--- config.mk ---
export PLATFORM = sky130hd
export DESIGN_NAME = data_memory_requester
export DESIGN_NICKNAME = d
export VERILOG_FILES = /design/src/rtl/riscv_mem_pkg.sv /design/src/rtl/lane_merge_extract.sv /design/src/rtl/data_memory_requester.sv
export SDC_FILE = /design/constraint.sdc
export NUM_CORES = 1
export LEC_CHECK = 0
export BUFFER_PORTS_ARGS = -buffer_cell sky130_fd_sc_hd__buf_2
export CAP_MARGIN = 30
export CORE_MARGIN = 1
export CORE_UTILIZATION = 55
export CTS_CLUSTER_SIZE = 10
export DETAILED_ROUTE_END_ITERATION = 10
export GPL_ROUTABILITY_DRIVEN = 0
export PLACE_DENSITY_LB_ADDON = 0.1
export SLEW_MARGIN = 15
export SYNTH_ARGS = -nofsm -noshare
export SYNTH_HDL_FRONTEND = slang
export SYNTH_SLANG_ARGS = --single-unit
--- constraint.sdc ---
create_clock -name clk -period 6.3 [get_ports clk]
set_input_delay 0.315 -clock clk [delete_from_list [all_inputs] [get_ports clk]]
set_output_delay 0.315 -clock clk [all_outputs]
set_load 0.01 [all_outputs]
--- src/rtl/riscv_mem_pkg.sv ---
// Shared encodings for the data-memory requester: access sizes, FSM states,
// default address width and the size-alignment helper.
package riscv_mem_pkg;

    localparam int DEFAULT_ADDR_W = 48;

    // Access size as carried on req_size: the operand is (1 << size) bytes.
    typedef enum logic [1:0] {
        SZ_B = 2'd0,
        SZ_H = 2'd1,
        SZ_W = 2'd2,
        SZ_D = 2'd3
    } size_e;

    typedef enum logic [1:0] {
        IDLE    = 2'd0,
        RD_WAIT = 2'd1,
        WR      = 2'd2,
        RESP    = 2'd3
    } state_e;

    // An access is misaligned when its byte offset is not a multiple of its size.
    function automatic logic is_misaligned(input logic [2:0] offset, input size_e size);
        logic result;
        case (size)
            SZ_B:    result = 1'b0;
            SZ_H:    result = offset[0];
            SZ_W:    result = |offset[1:0];
            default: result = |offset;
        endcase
        return result;
    endfunction

endpackage

--- src/rtl/lane_merge_extract.sv ---
// Byte-lane datapath: merges store data into an old doubleword and extracts
// (with sign or zero extension) a load operand from a doubleword.
module lane_merge_extract
    import riscv_mem_pkg::*;
(
    input  logic [63:0] merge_old,
    input  logic [63:0] merge_new,
    input  logic [63:0] extract_src,
    input  logic [2:0]  offset,
    input  size_e       size,
    input  logic        is_unsigned,
    output logic [63:0] merged,
    output logic [63:0] extracted
);

    logic [63:0] new_shifted;
    logic [63:0] src_shifted;
    logic [3:0]  lane_count;

    // Right-justified store data moved up to its byte lane; only the
    // selected lanes are taken from it, so the upper bits are don't-care.
    assign new_shifted = merge_new << {offset, 3'b000};
    assign src_shifted = extract_src >> {offset, 3'b000};
    assign lane_count  = 4'd1 << size;

    // Per byte: replace when the byte lies in [offset, offset + bytes).
    // The 4-bit difference wraps to >= 9 for bytes below offset, so a single
    // unsigned compare covers both bounds.
    genvar gi;
    generate
        for (gi = 0; gi < 8; gi++) begin : g_lane
            logic [3:0] rel_idx;
            assign rel_idx = 4'(gi) - {1'b0, offset};
            assign merged[8*gi +: 8] = (rel_idx < lane_count) ? new_shifted[8*gi +: 8]
                                                               : merge_old[8*gi +: 8];
        end
    endgenerate

    // Load extract: operand is already at bit 0, extend from its top bit.
    always_comb begin
        extracted = src_shifted;
        case (size)
            SZ_B:    extracted = {{56{!is_unsigned && src_shifted[7]}},  src_shifted[7:0]};
            SZ_H:    extracted = {{48{!is_unsigned && src_shifted[15]}}, src_shifted[15:0]};
            SZ_W:    extracted = {{32{!is_unsigned && src_shifted[31]}}, src_shifted[31:0]};
            default: extracted = src_shifted;
        endcase
    end

endmodule

--- src/rtl/data_memory_requester.sv ---
// Initiator toward data_memory: turns one byte/half/word/doubleword request at
// a time into doubleword-aligned memRead/memWrite transactions, using
// read-modify-write for partial stores, and returns extended load data.
module data_memory_requester
    import riscv_mem_pkg::*;
#(
    parameter int ADDR_W       = DEFAULT_ADDR_W,
    parameter int DATA_W       = 64,
    parameter int READ_LATENCY = 1
) (
    input  logic              clk,
    input  logic              rst,
    input  logic              req_valid,
    output logic              req_ready,
    input  logic              req_write,
    input  logic [1:0]        req_size,
    input  logic              req_unsigned,
    input  logic [ADDR_W-1:0] req_addr,
    input  logic [DATA_W-1:0] req_wdata,
    output logic              resp_valid,
    output logic [DATA_W-1:0] resp_rdata,
    output logic              resp_misaligned,
    output logic              memWrite,
    output logic              memRead,
    output logic [ADDR_W-1:0] address,
    output logic [DATA_W-1:0] writeData,
    input  logic [DATA_W-1:0] readData
);

    state_e              state_reg;
    state_e              state_next;
    logic                accept;
    logic                req_misaligned;

    logic                write_reg;
    size_e               size_reg;
    logic                unsigned_reg;
    logic                misaligned_reg;
    logic [2:0]          offset_reg;
    logic [1:0]          cnt_reg;
    logic [DATA_W-1:0]   wdata_reg;
    logic [DATA_W-1:0]   rdbuf_reg;
    logic [DATA_W-1:0]   write_data_reg;
    logic [ADDR_W-1:0]   address_reg;

    logic [63:0]         merged;
    logic [63:0]         extracted;

    assign accept         = req_valid && (state_reg == IDLE);
    assign req_misaligned = is_misaligned(req_addr[2:0], size_e'(req_size));

    lane_merge_extract u_lanes (
        .merge_old   (readData),
        .merge_new   (wdata_reg),
        .extract_src (rdbuf_reg),
        .offset      (offset_reg),
        .size        (size_reg),
        .is_unsigned (unsigned_reg),
        .merged      (merged),
        .extracted   (extracted)
    );

    // State register; reset aborts any in-flight access.
    always_ff @(posedge clk) begin
        if (rst) begin
            state_reg <= IDLE;
        end else begin
            state_reg <= state_next;
        end
    end

    // Next-state and strobe decode.
    always_comb begin
        state_next = state_reg;
        req_ready  = 1'b0;
        memRead    = 1'b0;
        memWrite   = 1'b0;
        resp_valid = 1'b0;
        case (state_reg)
            IDLE: begin
                req_ready = 1'b1;
                if (req_valid) begin
                    if (req_misaligned) begin
                        state_next = RESP;
                    end else if (!req_write || (size_e'(req_size) != SZ_D)) begin
                        state_next = RD_WAIT;
                    end else begin
                        state_next = WR;
                    end
                end
            end
            RD_WAIT: begin
                memRead = 1'b1;
                if (cnt_reg == 2'd0) begin
                    state_next = write_reg ? WR : RESP;
                end
            end
            WR: begin
                memWrite   = 1'b1;
                state_next = RESP;
            end
            default: begin
                resp_valid = 1'b1;
                state_next = IDLE;
            end
        endcase
    end

    // Request capture, read-latency countdown and write-data formation.
    always_ff @(posedge clk) begin
        if (rst) begin
            write_reg      <= 1'b0;
            size_reg       <= SZ_B;
            unsigned_reg   <= 1'b0;
            misaligned_reg <= 1'b0;
            offset_reg     <= '0;
            cnt_reg        <= '0;
            wdata_reg      <= '0;
            rdbuf_reg      <= '0;
            write_data_reg <= '0;
            address_reg    <= '0;
        end else begin
            if (accept) begin
                write_reg      <= req_write;
                size_reg       <= size_e'(req_size);
                unsigned_reg   <= req_unsigned;
                misaligned_reg <= req_misaligned;
                offset_reg     <= req_addr[2:0];
                wdata_reg      <= req_wdata;
                cnt_reg        <= 2'(READ_LATENCY);
                // A misaligned request never touches memory, so the bus keeps its old address.
                if (!req_misaligned) begin
                    address_reg <= {req_addr[ADDR_W-1:3], 3'b000};
                end
                // Full doubleword stores skip the read and write the data as-is.
                if (!req_misaligned && req_write && (size_e'(req_size) == SZ_D)) begin
                    write_data_reg <= req_wdata;
                end
            end
            if (state_reg == RD_WAIT) begin
                if (cnt_reg == 2'd0) begin
                    rdbuf_reg <= readData;
                    if (write_reg) begin
                        write_data_reg <= merged;
                    end
                end else begin
                    cnt_reg <= cnt_reg - 2'd1;
                end
            end
        end
    end

    assign address         = address_reg;
    assign writeData       = write_data_reg;
    assign resp_misaligned = (state_reg == RESP) && misaligned_reg;
    assign resp_rdata      = ((state_reg == RESP) && !write_reg && !misaligned_reg) ? extracted : '0;

endmodule

==> results_dict.tcl <==
set metrics [dict create \
    status "finished, violations left" \
    violations "DRC" \
    tightest_slew_ns 1.02 \
    nets 2284 \
    core_um2 25200 \
    crit_chain "mux4_2 > nand2b_1 > nand4_1 > and2_1 > a21oi_1 > buf_2" \
    synth_ff_type "dfxtp_1" \
    max_freq_mhz 259 \
    power_density_nw_per_um2 334 \
    leakage_nw 7.61 \
    die_height_um 162 \
    fp-row-count 58 \
    rsz0062_at_grt "false" \
    cp-endpoint "resp_rdata[23]" \
    min_path_type "in2reg" \
    synthDistinctLibCells 66 \
    num_io_pins 364 \
    fill_cells 2113 \
    required_ns 5.98 \
    cp.arrival_ns 3.54 \
    cts_hold_buf 59 \
    max_cap_viol_count 0 \
    grt_pass1_vias 13900 \
    drt-total-wl_um 54000 \
    r2r_end "writeData[25]" \
    post_cts_resize_count 0 \
    grt_max_degree 125 \
    r2r-start "size_reg[1]" \
    synth_area_per_cell_um2 8.11 \
    critPathMaxStageDelay_ns 0.85 \
    ant_nets 0 \
    cts_max_level 1 \
    syn_area_um2 14100 \
    drcViolationCount 1 \
    clock-root-buffer "clkbuf_16" \
    die_w_um 162 \
    yosys_register_bits 249 \
    antenna_found_initial 1 \
    vdd_drop_max_uv 256 \
    cp_num_buf_inv 1 \
    grt_overflow_total 0 \
    intPower_w 0.00345 \
    cp-end-kind "primary output" \
    post_cts_buffers 0 \
    cts_tree "done" \
    path_clk_slew_ns 0.06 \
    power_switching_share_pct 40.0 \
    relSlewSlack_pct 31.7 \
    seq_power_share_pct 36.8 \
    multi_input_area_um2 8370 \
    syn-instance-count 1745 \
    yosysWarnings 0 \
    first_iter_violations 1674 \
    start_util_pct 56.2 \
    startpoint "offset_reg[0]" \
    cts-buffers-inserted 29 \
    grt.total_usage_pct 39.8 \
    port-buffer-count 360 \
    ctsLongestPathBuffers 3 \
    cp-start-kind "flop" \
    fin_crit_ns 3.86 \
    fin_crit_sh_pct 61.2 \
    setup_tns_ns 0 \
    cpMaxStageDelayCell "dfxtp_4" \
    final_layout_size_suffix_gt1_share_pct 25.0 \
    ff2ff_setup_slack_ns 2.54 \
    critical_path_depth 6 \
    clkPwrFrac_pct 26.4 \
    skew_ns 0.00879 \
    final_hold_viol_count 0 \
    cp_max_fo 65 \
    seqCellArea_um2 4990 \
    clock_latency_ns 0.56 \
    switchingPower_w 0.00231 \
    first_pass_iters 9 \
    hpwl_um 38600 \
    via_per_inst 6.22 \
    async_flop_share_pct 0 \
    worstSetupPathType "reg2out" \
    power_frac_comb_pct 36.8 \
    clkSinkCount 249 \
    finalSetupViolCount 0 \
    synth_edf_count 0 \
    dr_total_vias 15000 \
    grt_first_pass_wirelength_um 80300 \
    die-area_um2 26400 \
    seq_area_frac_synth_pct 35.2 \
    critical_path.top_delay_family "simple AND/OR/NAND/NOR gates" \
    fin_total_pwr_w 0.00576 \
    syn_to_final_growth_pct 21.8 \
    slew_viol_final 0 \
    wl_per_cell_um 22.4 \
    holdWs_ns 0.00443 \
    reg2regPathDepth 10 \
]
## cells in the final DEF (no fill, tap or decap), types with 36 or more instances in the layout
cell	netlist	routed
a211oi_1	40	40
a21oi_1	268	268
buf_2	21	360
dfxtp_1	249	247
dlygate4sd3_1	0	59
mux2_2	37	37
mux2i_1	120	120
mux4_2	36	36
nand2_1	462	460
nor2_1	90	90
o21ai_0	61	61
## worst register-to-register path: stages (launching register included)
cell	delay, ns
dfxtp_1	0.90
and2_1	0.47
inv_2	0.04
buf_4	0.25
ha_1	0.39
or3b_2	0.45
o2111ai_1	0.43
buf_4	0.27
o21ai_0	0.11
a21oi_1	0.21
a211oi_1	0.07
## per-stage QoR
| stage | area [um^2] | std cells | util (%) | setup WS [ns] |
|---|---|---|---|---|
| CTS | 17200 | 2405 | 68.4 | 2.53 |
| finish | 17200 | 2407 | 68.4 | 2.44 |
| global route | 17200 | 2407 | 68.4 | 2.29 |
| floorplan | 14200 | 1747 | - | 3.26 |
| detailed placement | 15800 | 2311 | 62.8 | 2.71 |
| global placement | 15800 | 2306 | 62.6 | 2.44 |
## cells by family after synthesis
group / Yosys count / share of synthesized area [%]
AO/OA/AOI/OAI: 481 / 20.4
XOR/XNOR: 2 / 0.124
adder cells (fa/ha/maj): 29 / 2.56
buffers and inverters: 163 / 5.76
flip-flops: 249 / 35.2
multiplexers: 198 / 18.1
other: 1 / 0.0265
AND/OR/NAND/NOR: 622 / 17.8
## metal layers
metal	track usage, %	wire [um]	vias to the layer above
met5	0	0	-
met3	9.37	6530	173
li1	-	-	6795
met2	60.6	23500	1042
met1	51.9	20500	6951
met4	22.1	3430	0
## power groups by stage
stage	clock (W)	sequential (W)	combinational, W
after global placement	0	0.00212	0.00198
after floorplan	0	0.00199	0.00151
after detailed placement	0	0.00213	0.00202
after global routing	0.00159	0.00213	0.00229
after CTS	0.00153	0.00209	0.00206
final	0.00152	0.00212	0.00212
## worst min-delay path by stage
stage	startpoint	slack, ns	cells past startpoint	endpoint
6_report	req_wdata[50]	0.004	3	wdata_reg[50]
5_1_grt	req_wdata[34]	0.01	3	wdata_reg[34]
4_1_cts	req_wdata[29]	0.00005	3	wdata_reg[29]
3_5_place_dp	address[28]	0.44	2	address[28]
3_3_place_gp	address[43]	0.44	2	address[43]
2_1_floorplan	rdbuf_reg[0]	0.43	2	rdbuf_reg[0]
## Yosys cell counts (all sizes together) (9+ instances only)
library cell,instances,area share (%)
o21ai,62,2.2
a22oi,9,0.48
inv,13,0.34
buf,68,3.2
a21oi,273,9.8
nor3,13,0.46
ha,29,2.6
a211oi,40,2.1
dfxtp,249,35
mux2,37,2.9
clkbuf,81,2.1
mux4,41,6.7
a2111oi,9,0.65
nand2,462,12
o22ai,32,1.4
nor2,96,2.7
and3,12,0.53
mux2i,120,8.5
nor2b,9,0.40
## cell type report
cell class | instances | share of cell area, %
Clock inverter | 3 | 0.341
Antenna cell | 1 | 0.0145
Clock buffer | 32 | 4.28
Timing Repair Buffer | 443 | 15.1
Sequential cell | 249 | 29.0
Inverter | 14 | 0.305
Tap cell | 330 | 2.40
Multi-Input combinational cell | 1335 | 48.6
No activity file was read; power rests on OpenSTA's default activity.
